$ cat src/rtl/interval_timer.sv
// interval_timer: NCH independent down-counting interval timers, each with its own period and one-shot/periodic mode.
// Optional feature macro INTERVAL_TIMER_IRQ_EN adds sticky per-channel pending bits, irq_clr and a combined irq.
module interval_timer #(
    parameter int NCH        = 4,
    parameter int WIDTH      = 16,
    parameter int DEF_PERIOD = 9,
    localparam int CHW       = (NCH > 1) ? $clog2(NCH) : 1
) (
    input  logic             clk,
    input  logic             rst_n,
    input  logic             cfg_we,
    input  logic [CHW-1:0]   cfg_ch,
    input  logic [WIDTH-1:0] cfg_period,
    input  logic             cfg_oneshot,
    input  logic [NCH-1:0]   start,
    input  logic [NCH-1:0]   stop,
    output logic [NCH-1:0]   tick,
    output logic [NCH-1:0]   busy
`ifdef INTERVAL_TIMER_IRQ_EN
   ,input  logic [NCH-1:0]   irq_clr,
    output logic             irq
`endif
);

    logic cfg_ok;
    assign cfg_ok = cfg_we && (32'(cfg_ch) < NCH);

    for (genvar i = 0; i < NCH; i++) begin : g_ch
        logic [WIDTH-1:0] period_q;
        logic [WIDTH-1:0] count_q;
        logic             oneshot_q;
        logic             busy_q;
        logic             tick_q;
        logic             hit;
        logic [WIDTH-1:0] load_val;

        // A write landing on the same edge as a load is seen by that load.
        assign hit      = cfg_ok && (cfg_ch == CHW'(i));
        assign load_val = hit ? cfg_period : period_q;

        always_ff @(posedge clk) begin
            if (!rst_n) begin
                period_q  <= WIDTH'(DEF_PERIOD);
                oneshot_q <= 1'b0;
                count_q   <= '0;
                busy_q    <= 1'b0;
                tick_q    <= 1'b0;
            end else begin
                if (hit) begin
                    period_q  <= cfg_period;
                    oneshot_q <= cfg_oneshot;
                end
                tick_q <= 1'b0;
                if (stop[i]) begin
                    busy_q <= 1'b0;
                end else if (start[i]) begin
                    busy_q  <= 1'b1;
                    count_q <= load_val;
                end else if (busy_q) begin
                    if (count_q != '0) begin
                        count_q <= count_q - WIDTH'(1);
                    end else begin
                        tick_q <= 1'b1;
                        if (oneshot_q) busy_q  <= 1'b0;
                        else           count_q <= load_val;
                    end
                end
            end
        end

        assign tick[i] = tick_q;
        assign busy[i] = busy_q;
    end

`ifdef INTERVAL_TIMER_IRQ_EN
    logic [NCH-1:0] pending_q;
    logic [NCH-1:0] pending_d;

    // Set wins over a coincident clear so an expiry is never lost.
    assign pending_d = (pending_q & ~irq_clr) | tick;

    always_ff @(posedge clk) begin
        if (!rst_n) begin
            pending_q <= '0;
            irq       <= 1'b0;
        end else begin
            pending_q <= pending_d;
            irq       <= |pending_d;
        end
    end
`endif

endmodule

$ cat config.mk
export PLATFORM = sky130hd
export DESIGN_NAME = interval_timer
export DESIGN_NICKNAME = d
export VERILOG_FILES = /design/src/rtl/interval_timer.sv
export SDC_FILE = /design/constraint.sdc
export NUM_CORES = 1
export LEC_CHECK = 0
export ABC_CLOCK_PERIOD_IN_PS = 3740
export BUFFER_PORTS_ARGS = -buffer_cell sky130_fd_sc_hd__buf_2
export CORE_UTILIZATION = 65
export CTS_CLUSTER_DIAMETER = 150
export DETAILED_ROUTE_END_ITERATION = 8
export GPL_TIMING_DRIVEN = 0
export PLACE_DENSITY = 0.84
export SLEW_MARGIN = 20
export SYNTH_ARGS = -nofsm -noshare
export SYNTH_HDL_FRONTEND = slang
export SYNTH_SLANG_ARGS = --single-unit
$ cat constraint.sdc
create_clock -name clk -period 3.74 [get_ports clk]
set_clock_uncertainty 0.05 [all_clocks]
set_input_delay 0.748 -clock clk [delete_from_list [all_inputs] [get_ports clk]]
set_output_delay 0.748 -clock clk [all_outputs]
set_load 0.01 [all_outputs]
==> results of run 1 <==
[stage by stage]
| step | area (µm²) | setup slack [ns] | power [W] | utilization [%] | hold slack, ns |
|---|---|---|---|---|---|
| global route | 8020 | 0.921 | 0.00521 | 77.0 | 0.355 |
| finish | 8020 | 1.11 | 0.00503 | 77.0 | 0.338 |
| global placement | 7360 | 0.875 | 0.00307 | 70.7 | 0.399 |
| detailed placement | 7360 | 0.816 | 0.00312 | 70.7 | 0.415 |
| CTS | 8010 | 1.13 | 0.00498 | 76.9 | 0.335 |
| floorplan | 7020 | 1.45 | 0.00278 | - | 0.384 |
[flip-flops by register name, summed over array words and instances, names as in the netlist]
| signal | count |
|---|---|
| g_ch.count_q | 64 |
| g_ch.oneshot_q | 4 |
| g_ch.busy_q | 4 |
| g_ch.tick_q | 4 |
| g_ch.period_q | 64 |
[final cells by class]
class	count	area [µm²]
plain buffers	47	231
repair buffers	35	175
clock inverters	13	215
multi-input cells	577	3920
flip-flops and latches	140	2800
clock buffers	19	432
inverters	18	67.6
fillers	754	2400
well taps	136	170
[worst reg2reg max path: stages (launching register included)]
cell,delay (ns)
dfxtp_1,0.38
nor3_2,0.51
nand4_1,0.47
nand2_1,0.41
buf_2,0.31
o21ai_0,0.13
a32o_1,0.29
[synth_stat cells, types with 7 or more instances]
cell	n	share of area (%)
nand3_1	19	1.4
nand2_1	61	3.3
nor2_1	91	4.9
nand2b_1	9	0.80
dfxtp_1	140	40
a21oi_1	41	2.9
or4_1	7	0.75
buf_2	11	0.78
mux2i_1	88	13
clkbuf_1	23	1.2
and2_1	10	0.89
buf_4	9	0.96
nor4_1	16	1.4
o21ai_0	30	2.1
o22ai_1	20	1.8
mux2_2	15	2.4
inv_1	14	0.75
or3_1	12	1.1
nor3_1	24	1.7
a32o_1	26	3.7
nand4_1	10	0.89
ha_1	8	1.4
[how the worst max path moves through the flow]
stage | slack, ns | end | from
CTS | 1.13 | g_ch[0].count_q[5]$_SDFFE_PN0P_ | g_ch[0].count_q[0]$_SDFFE_PN0P_
global placement | 0.87 | g_ch[3].count_q[4]$_SDFFE_PN0P_ | rst_n
global route | 0.92 | g_ch[0].count_q[5]$_SDFFE_PN0P_ | g_ch[0].count_q[0]$_SDFFE_PN0P_
floorplan | 1.45 | g_ch[0].count_q[8]$_SDFFE_PN0P_ | cfg_ch[1]
detailed placement | 0.82 | g_ch[3].count_q[5]$_SDFFE_PN0P_ | rst_n
finish | 1.11 | g_ch[3].count_q[11]$_SDFFE_PN0P_ | g_ch[3].count_q[6]$_SDFFE_PN0P_
[layer usage]
layer  routed length, µm  share of wire, %  global-route usage, %
met5                   0                 0                      0
met4                 690               3.3                   17.4
met3                1790               8.5                   8.03
met2                9890                47                   62.0
met1                8650                41                   49.2
[power groups by stage]
stage / Combinational (W) / Sequential, W / Clock, W
4_1_cts: 0.00141 / 0.00170 / 0.00186
3_5_place_dp: 0.00139 / 0.00173 / 0
2_1_floorplan: 0.00108 / 0.00170 / 0
5_1_grt: 0.00157 / 0.00172 / 0.00193
3_3_place_gp: 0.00135 / 0.00172 / 0
6_report: 0.00146 / 0.00171 / 0.00186
[cells by family (layout without fill, tap and decap cells)]
kind of cell,count (synthesis),after routing
buffers and inverters,65,132
adders and majority gates,8,8
and+or+nand+nor,296,296
muxes,107,107
DFF,140,140
AOI/OAI and AO/OA,166,166
==> flow_summary_export.csv, run 1 <==
group,metric,value,unit
synth,syn_area,7020,µm²
cts,ctsResizeCount,0,
routing,drt-initial-drc-count,661,
setup_path,slowest_delay,0.51,ns
grt,grt_pass1_vias,6216,
die,die_h,106,µm
grt,antenna_found_initial,0,
routing,via_per_inst,6.76,
timing,slew_headroom,42.1,%
setup_path,critPathBufInv,1,
synth,synthFlopType,"dfxtp_1",
placed_design,numPlacedInstances,953,
setup_path,crit_chain,"nor3_2 > nand4_1 > nand2_1 > buf_2 > o21ai_0 > a32o_1",
placed_design,numPortBuffers,35,
die,io_pins,38,
setup_path,critical_path.reg2reg.endpoint,"g_ch[3].count_q[11]$_SDFFE_PN0P_",
final_layout,fin_cells,985,
cts,clock-sinks,140,
setup_path,r2r_slack,1.11,ns
cts,cts_buffers,17,
setup_path,critPathMaxFanout,10,
routing,wire_per_inst,21.3,µm
timing,setup_viol,0,
setup_path,cp-start-kind,"flop",
synth,synthArstFlopShare,0,%
synth,synth_cell_types,70,
synth,synthMuxAreaShare,15.6,%
cts,root_buffer,"clkbuf_8",
synth,synthSimpleGateAreaFrac,21.9,%
routing,drt.antenna.violating_nets,0,
cts,cts_tree,"done",
die,start_util,67.4,%
grt,overflow,0,
timing,fin_tns_setup,0,ns
worst_hold_path,hp-start,"start[3]",
synth,avgSynthCellArea,8.98,µm²
setup_path,critPathSlowestCell,"nor3_2",
final_layout,final_common_cell,"dfxtp_1",
synth,synth-compound-area-share,16.9,%
setup_path,cp_num_cells,6,
timing,hold_violations,0,
power_and_ir_drop,p_clk_share,37.1,%
cts,cts_setup_buffers,0,
worst_hold_path,hold_depth,2,
setup_path,cp-end-kind,"flop",
final_layout,area_growth,14.2,%
final_layout,final_cell_mix,"dfxtp_1 (140), nor2_1 (91), mux2i_1 (88), nand2_1 (61), buf_2 (46)",
power_and_ir_drop,switching_share,33.7,%
die,die_w,106,µm
synth,ys_seq_area_share,39.9,%
grt,grt_use_total,38.3,%
timing,rsz0062_at_grt,"no",
timing,fmax,380,MHz
die,core_region_area,10400,µm²
outcome,violations,"DRC",
die,die_area,11200,µm²
synth,synth_nets,820,
synth,synth_top_family_by_area,"simple AND/OR/NAND/NOR gates",
grt,grt_max_degree,17,
power_and_ir_drop,intPower,0.00334,W
synth,synthXorXnorAreaFrac,0,%
power_and_ir_drop,max-vdd-ir-drop,338,µV
cts,cts_buffer_depth,2,
timing,finalMaxSlewViolations,0,
cts,htreeDepth,4,
power_and_ir_drop,pwr_density_cell,627,nW/µm²
final_layout,final_nets,874,
routing,wl,21000,µm
routing,dr.pass1.iters,9,
setup_path,cp.required,4.13,ns
die,rows,37,
placed_design,place_hpwl,14200,µm
placed_design,place_congestion,0.909,
outcome,status,"complete, but fails checks",
setup_path,r2r-start,"g_ch[3].count_q[6]$_SDFFE_PN0P_",
routing,route.vias.total,6657,
synth,synth.yosys.warnings,0,
final_layout,n_antenna_cell,0,
cts,clock_latency,0.55,ns
setup_path,critPathKind,"reg2reg",
routing,route.detailed.drc,1,
timing,tightest_slew,0.869,ns
cts,hold_buffers,0,
final_layout,drive_above_1_share,15.3,%
cts,clkTransAtPathRegs,0.06,ns
synth,synth_edf_count,0,
setup_path,ff2ff_path_depth,6,
run,maxCapViolations,0,
power_and_ir_drop,p_switching,0.00169,W
power_and_ir_drop,leakage,3.47,nW
grt,grt_pass1_wl,32700,µm
synth,ys_ff_latch,140,
synth,post_synth_fa_ha_maj_area_fraction,1.43,%
setup_path,critPathArrivalTime,3.02,ns
setup_path,path_delay_family,"simple AND/OR/NAND/NOR gates",
timing,min_period,2.63,ns
timing,period_share,70.4,%
worst_hold_path,hold_class,"in2reg",
power_and_ir_drop,p_comb_share,29.0,%
worst_hold_path,whs_endpoint,"g_ch[3].tick_q$_SDFF_PP0_",
power_and_ir_drop,power_frac_seq,33.9,%
synth,syn_inst,782,
(Power assumes the default switching activity.)
==> inputs of run 2 (changes only) <==
--- a/config.mk
+++ b/config.mk
@@ -5,13 +5,13 @@
 export SDC_FILE = /design/constraint.sdc
 export NUM_CORES = 1
 export LEC_CHECK = 0
-export ABC_CLOCK_PERIOD_IN_PS = 3740
+export ABC_CLOCK_PERIOD_IN_PS = 2500
 export BUFFER_PORTS_ARGS = -buffer_cell sky130_fd_sc_hd__buf_2
-export CORE_UTILIZATION = 65
+export CORE_UTILIZATION = 61
 export CTS_CLUSTER_DIAMETER = 150
 export DETAILED_ROUTE_END_ITERATION = 8
 export GPL_TIMING_DRIVEN = 0
-export PLACE_DENSITY = 0.84
+export PLACE_DENSITY = 0.8
 export SLEW_MARGIN = 20
 export SYNTH_ARGS = -nofsm -noshare
 export SYNTH_HDL_FRONTEND = slang
==> constraint.sdc (replaced) <==
create_clock -name clk -period 2.5 [get_ports clk]
set_clock_uncertainty 0.05 [all_clocks]
set_input_delay 0.5 -clock clk [delete_from_list [all_inputs] [get_ports clk]]
set_output_delay 0.5 -clock clk [all_outputs]
set_load 0.01 [all_outputs]
==> flow_summary_export.csv, run 2 (synthesized netlist as in run 1, its figures left out) <==
group,metric,value,unit
setup_path,critPathBufInv,3,
placed_design,place_congestion,0.920,
setup_path,critPathKind,"reg2reg",
grt,grt_use_total,34.9,%
routing,drt-initial-drc-count,612,
routing,wl,20700,µm
setup_path,crit_chain,"inv_1 > ha_1 > or4b_4 > nor4_4 > buf_4 > a21oi_2 > buf_4 > a21oi_1 > o22ai_1",
timing,setup_viol,0,
timing,period_share,96.7,%
worst_hold_path,hold_class,"in2reg",
final_layout,final_cell_mix,"dfxtp_1 (140), nor2_1 (90), mux2i_1 (88), nand2_1 (59), buf_2 (44)",
final_layout,reg.largest.list,"g_ch.count_q x64, g_ch.period_q x64",
grt,overflow,0,
power_and_ir_drop,max-vdd-ir-drop,715,µV
setup_path,slowest_delay,0.47,ns
grt,grt_use_met2,57.2,%
power_and_ir_drop,p_clk_share,33.9,%
placed_design,numPortBuffers,35,
die,io_pins,38,
setup_path,path_delay_family,"simple AND/OR/NAND/NOR gates",
power_and_ir_drop,p_switching,0.00247,W
timing,tightest_slew,0.826,ns
final_layout,drive_above_1_share,17.4,%
die,die_h,109,µm
placed_design,place_area,7380,µm²
cts,root_buffer,"clkbuf_16",
timing,min_period,2.42,ns
cts,hold_buffers,0,
setup_path,cp.required,2.75,ns
placed_design,dp_slack,-0.103,ns
timing,hold_violations,0,
timing,fin_tns_setup,0,ns
setup_path,cp-end-kind,"flop",
routing,route.vias.total,6663,
placed_design,place_hpwl,14200,µm
final_layout,final_nets,883,
cts,cts_buffers,17,
cts,clkTransAtPathRegs,0.06,ns
power_and_ir_drop,power_frac_seq,34.9,%
grt,grt_max_degree,17,
setup_path,critPathMaxFanout,10,
power_and_ir_drop,pwr_density_cell,905,nW/µm²
timing,slew_headroom,44.5,%
final_layout,area_growth,15.4,%
routing,dr.pass1.iters,5,
timing,finalMaxSlewViolations,0,
run,maxCapViolations,0,
final_layout,final_common_cell,"dfxtp_1",
setup_path,cpMostUsedCell,"buf_4",
grt,gr-usage-met1,44.6,%
grt,grt-busiest-layer,"met2",
setup_path,critPathSlowestCell,"or4b_4",
grt,grt_pass1_wl,31100,µm
routing,via_per_inst,6.69,
final_layout,n_antenna_cell,0,
timing,timing.final.ws_setup,0.0813,ns
routing,route.detailed.drc,0,
cts,cts_buffer_depth,2,
outcome,status,"completed",
cts,clock-sinks,140,
timing,fmax,413,MHz
power_and_ir_drop,leakage,3.52,nW
final_layout,multi_input_area,4000,µm²
power_and_ir_drop,p_comb_share,31.2,%
setup_path,cp-start-kind,"flop",
grt,antenna_found_initial,0,
die,die_w,109,µm
cts,cts_tree,"done",
final_layout,seq_area,2800,µm²
grt,grt_pass1_vias,6172,
cts,clock_latency,0.43,ns
final_layout,fill_cells,849,
die,start_util,63.6,%
power_and_ir_drop,switching_share,33.6,%
die,rows,38,
power_and_ir_drop,intPower,0.00487,W
grt,grt_use_met3,7.11,%
die,die_area,11900,µm²
final_layout,final_area,8100,µm²
die,core_region_area,11000,µm²
routing,drt.antenna.violating_nets,0,
setup_path,critPathArrivalTime,2.67,ns
cts,htreeDepth,4,
routing,wire_per_inst,20.8,µm
==> run 2: layer usage <==
layer,part of all wire [%],routed length [µm]
met3,8.6,1790
met4,3.5,719
met5,0,0
met1,41,8510
met2,47,9700
==> run 2: stage by stage <==
stage | power (W) | std cells | util, % | hold slack, ns
2_1_floorplan | 0.00416 | 782 | - | 0.384
3_3_place_gp | 0.00461 | 957 | 66.8 | 0.397
3_5_place_dp | 0.00468 | 957 | 66.9 | 0.414
4_1_cts | 0.00718 | 989 | 72.4 | 0.218
5_1_grt | 0.00761 | 996 | 73.5 | 0.223
6_report | 0.00734 | 996 | 73.5 | 0.215
==> run 2: timing repair <==
item | CTS | global route
resized for setup | 5 | 16
gates cloned | 0 | 0
pin swaps | 2 | 3
endpoints found under the setup margin | 19 | 48
hold endpoints to repair | 0 | 0
buffers inserted | 2 | 7
==> run 2: cell type report <==
type | count | area share [%]
Tap cell | 140 | 2.16
Clock inverter | 7 | 1.10
Inverter | 18 | 0.849
Sequential cell | 140 | 34.6
Buffer | 47 | 2.92
Timing Repair Buffer | 44 | 3.00
Multi-Input combinational cell | 577 | 49.4
Clock buffer | 23 | 6.02
==> run 2: path summary, 6_finish.rpt <==
kind,startpoint,end,slack (ns),depth (start not counted)
setup / recovery,g_ch[2].count_q[0]$_SDFFE_PN0P_,g_ch[2].count_q[13]$_SDFFE_PN0P_,0.08,9
hold reg to reg,g_ch[0].busy_q$_SDFF_PP0_,g_ch[0].tick_q$_SDFF_PP0_,0.41,2
setup reg to reg,g_ch[2].count_q[0]$_SDFFE_PN0P_,g_ch[2].count_q[13]$_SDFFE_PN0P_,0.08,9
hold / removal,start[3],g_ch[3].tick_q$_SDFF_PP0_,0.22,2
==> run 2: power by group through the flow <==
stage	clock network (W)	logic [W]	registers, W
after floorplan	0	0.00161	0.00254
after global placement	0	0.00203	0.00257
after detailed placement	0	0.00209	0.00259
after CTS	0.00249	0.00214	0.00254
after global routing	0.00257	0.00246	0.00258
final	0.00249	0.00229	0.00256
==> inputs of run 3 (changes only) <==
--- a/config.mk
+++ b/config.mk
@@ -5,9 +5,10 @@
 export SDC_FILE = /design/constraint.sdc
 export NUM_CORES = 1
 export LEC_CHECK = 0
+export ABC_AREA = 1
 export ABC_CLOCK_PERIOD_IN_PS = 2500
 export BUFFER_PORTS_ARGS = -buffer_cell sky130_fd_sc_hd__buf_2
-export CORE_UTILIZATION = 61
+export CORE_UTILIZATION = 62
 export CTS_CLUSTER_DIAMETER = 150
 export DETAILED_ROUTE_END_ITERATION = 8
 export GPL_TIMING_DRIVEN = 0
==> flow_summary_export.csv, run 3 <==
group,metric,value,unit
grt,grt_max_degree,17,
power_and_ir_drop,leakage,4.09,nW
final_layout,area_growth,13.4,%
routing,drt-initial-drc-count,770,
routing,wl,21300,µm
setup_path,critPathMaxFanout,10,
final_layout,drive_above_1_share,14.0,%
synth,syn_inst,1148,
synth,synthArstFlopShare,0,%
final_layout,final_cell_mix,"nand2_1 (285), nor2_1 (185), dfxtp_1 (140), inv_1 (102), nand3_1 (83)",
timing,hold_violations,0,
setup_path,critPathArrivalTime,2.11,ns
setup_path,crit_chain,"inv_1 > ha_1 > nand3_1 > nor2_1 > nand2_1 > nand2_2 > buf_4 > nand2_1 > nand3_1 > a21oi_1",
setup_path,slowest_delay,0.30,ns
synth,synthFlopType,"dfxtp_1",
power_and_ir_drop,pwr_density_cell,809,nW/µm²
cts,cts_tree,"done",
final_layout,n_antenna_cell,0,
cts,cts_buffer_depth,2,
setup_path,cp-start-kind,"flop",
synth,synth_top_area_cell,"dfxtp_1",
synth,synth_top_area_share,36.5,%
cts,root_buffer,"clkbuf_16",
routing,route.vias.total,7640,
setup_path,cp-end-kind,"flop",
setup_path,r2r_slack,0.62,ns
run,maxCapViolations,0,
synth,syn_area,7680,µm²
cts,htreeDepth,4,
die,rows,40,
cts,clock_latency,0.43,ns
synth,ys_seq_area_share,36.5,%
placed_design,place_congestion,0.908,
synth,synth_edf_count,0,
die,core_region_area,12100,µm²
cts,hold_buffers,0,
die,die_area,12800,µm²
synth,synth.most_common_cell,"nand2_1",
synth,synth.yosys.warnings,0,
setup_path,path_delay_family,"simple AND/OR/NAND/NOR gates",
setup_path,cp.required,2.73,ns
timing,period_share,75.0,%
setup_path,critPathSlowestCell,"dfxtp_1",
die,die_w,113,µm
timing,fmax,533,MHz
cts,clock-sinks,140,
placed_design,place_hpwl,14900,µm
synth,synth_nets,1186,
power_and_ir_drop,max-vdd-ir-drop,540,µV
cts,ctsResizeCount,0,
timing,tightest_slew,0.901,ns
final_layout,fill_cells,1032,
die,die_h,113,µm
grt,grt_pass1_vias,7073,
timing,slew_headroom,40.0,%
routing,drt.antenna.violating_nets,0,
routing,dr.pass1.iters,7,
grt,grt_use_total,35.0,%
synth,synthTopCellsByCount,"nand2_1 (285), nor2_1 (185), dfxtp_1 (140)",
synth,synth_cell_types,39,
final_layout,final_nets,1242,
routing,wire_per_inst,15.4,µm
outcome,status,"completed",
timing,rsz0062_at_grt,"no",
synth,ys_ff_latch,140,
die,start_util,63.7,%
cts,cts_buffers,17,
setup_path,critPathBufInv,2,
timing,setup_viol,0,
setup_path,critPathKind,"reg2reg",
final_layout,reg.largest.list,"g_ch.count_q x64, g_ch.period_q x64",
worst_hold_path,hold_class,"in2reg",
synth,avgSynthCellArea,6.69,µm²
die,io_pins,38,
grt,grt_pass1_wl,34400,µm
routing,route.detailed.drc,0,
synth,synth_area_leaders,"dfxtp_1 (37%), nand2_1 (14%), nor2_1 (9.0%), nand3_1 (5.4%), inv_1 (5.0%)",
timing,min_period,1.88,ns
timing,finalMaxSlewViolations,0,
timing,whs,0.187,ns
cts,cts_setup_buffers,0,
routing,via_per_inst,5.52,
grt,antenna_found_initial,0,
timing,fin_tns_setup,0,ns
placed_design,numPortBuffers,37,
final_layout,final_common_cell,"nand2_1",
grt,overflow,0,
cts,clkTransAtPathRegs,0.06,ns
[run 3: cell count changes in the layout (fill, tap and decap cells not counted), sizes merged, moves of 13 or more]
cell    before  now
inv         16  110
nand3       19   88
nor3        25    8
o21ai       36  100
clkbuf      46   30
nor2        91  208
xor2         0   15
a21oi       42   55
mux2        19    0
a32o        26    0
nor4        19    4
nand2       62  299
o22ai       20    0
mux2i       88   10
[run 3: cell families (layout without fill, tap and decap cells)]
group / after synthesis / in the layout / share of synthesized area, %
xor+xnor: 24 / 24 / 2.74
flops: 140 / 140 / 36.5
fa+ha+maj: 8 / 8 / 1.30
mux: 10 / 10 / 1.30
simple gates: 636 / 636 / 36.3
buf+inv: 161 / 230 / 9.91
compound gates: 169 / 169 / 11.9
[run 3: cell type report]
type	count	area (µm²)	share of cell area, %
buffer	50	343	3.94
sequential	140	2800	32.2
clock inverter	14	193	2.21
timing repair buffer	37	185	2.13
inverter	111	418	4.80
clock buffer	18	439	5.05
multi-input combinational	847	4110	47.3
tap	168	210	2.41
[run 3: layer usage]
layer  global-route usage (%)  part of all wire (%)
met1                     44.6                    43
met2                     56.9                    46
met3                     6.53                   7.5
met4                     17.4                   4.1
met5                        0                     0
[run 3: power breakdown]
part | internal, W | switching [W] | total [W]
registers | 0.00238 | 0.000122 | 0.00250
clock network | 0.00170 | 0.00103 | 0.00272
logic | 0.000635 | 0.00118 | 0.00182
total | 0.00471 | 0.00233 | 0.00704
[run 3: worst paths after layout]
path | endpoint | depth (start not counted) | startpoint
worst max-delay path | g_ch[1].count_q[13]$_SDFFE_PN0P_ | 10 | g_ch[1].count_q[0]$_SDFFE_PN0P_
worst min-delay path | g_ch[0].tick_q$_SDFF_PP0_ | 2 | stop[0]
worst max register to register | g_ch[1].count_q[13]$_SDFFE_PN0P_ | 10 | g_ch[1].count_q[0]$_SDFFE_PN0P_
worst min register to register | g_ch[2].period_q[3]$_SDFF_PN1_ | 2 | g_ch[2].period_q[3]$_SDFF_PN1_
[run 3: stage by stage]
step           setup WS (ns)  total power (W)  util [%]  cells  area [µm²]
2_1_floorplan          0.962          0.00390         -   1148        7680
3_3_place_gp           0.406          0.00427      66.9   1353        8070
3_5_place_dp           0.383          0.00430      66.9   1353        8070
4_1_cts                0.649          0.00701      72.2   1385        8700
5_1_grt                0.482          0.00737      72.2   1385        8700
6_report               0.624          0.00704      72.2   1385        8700
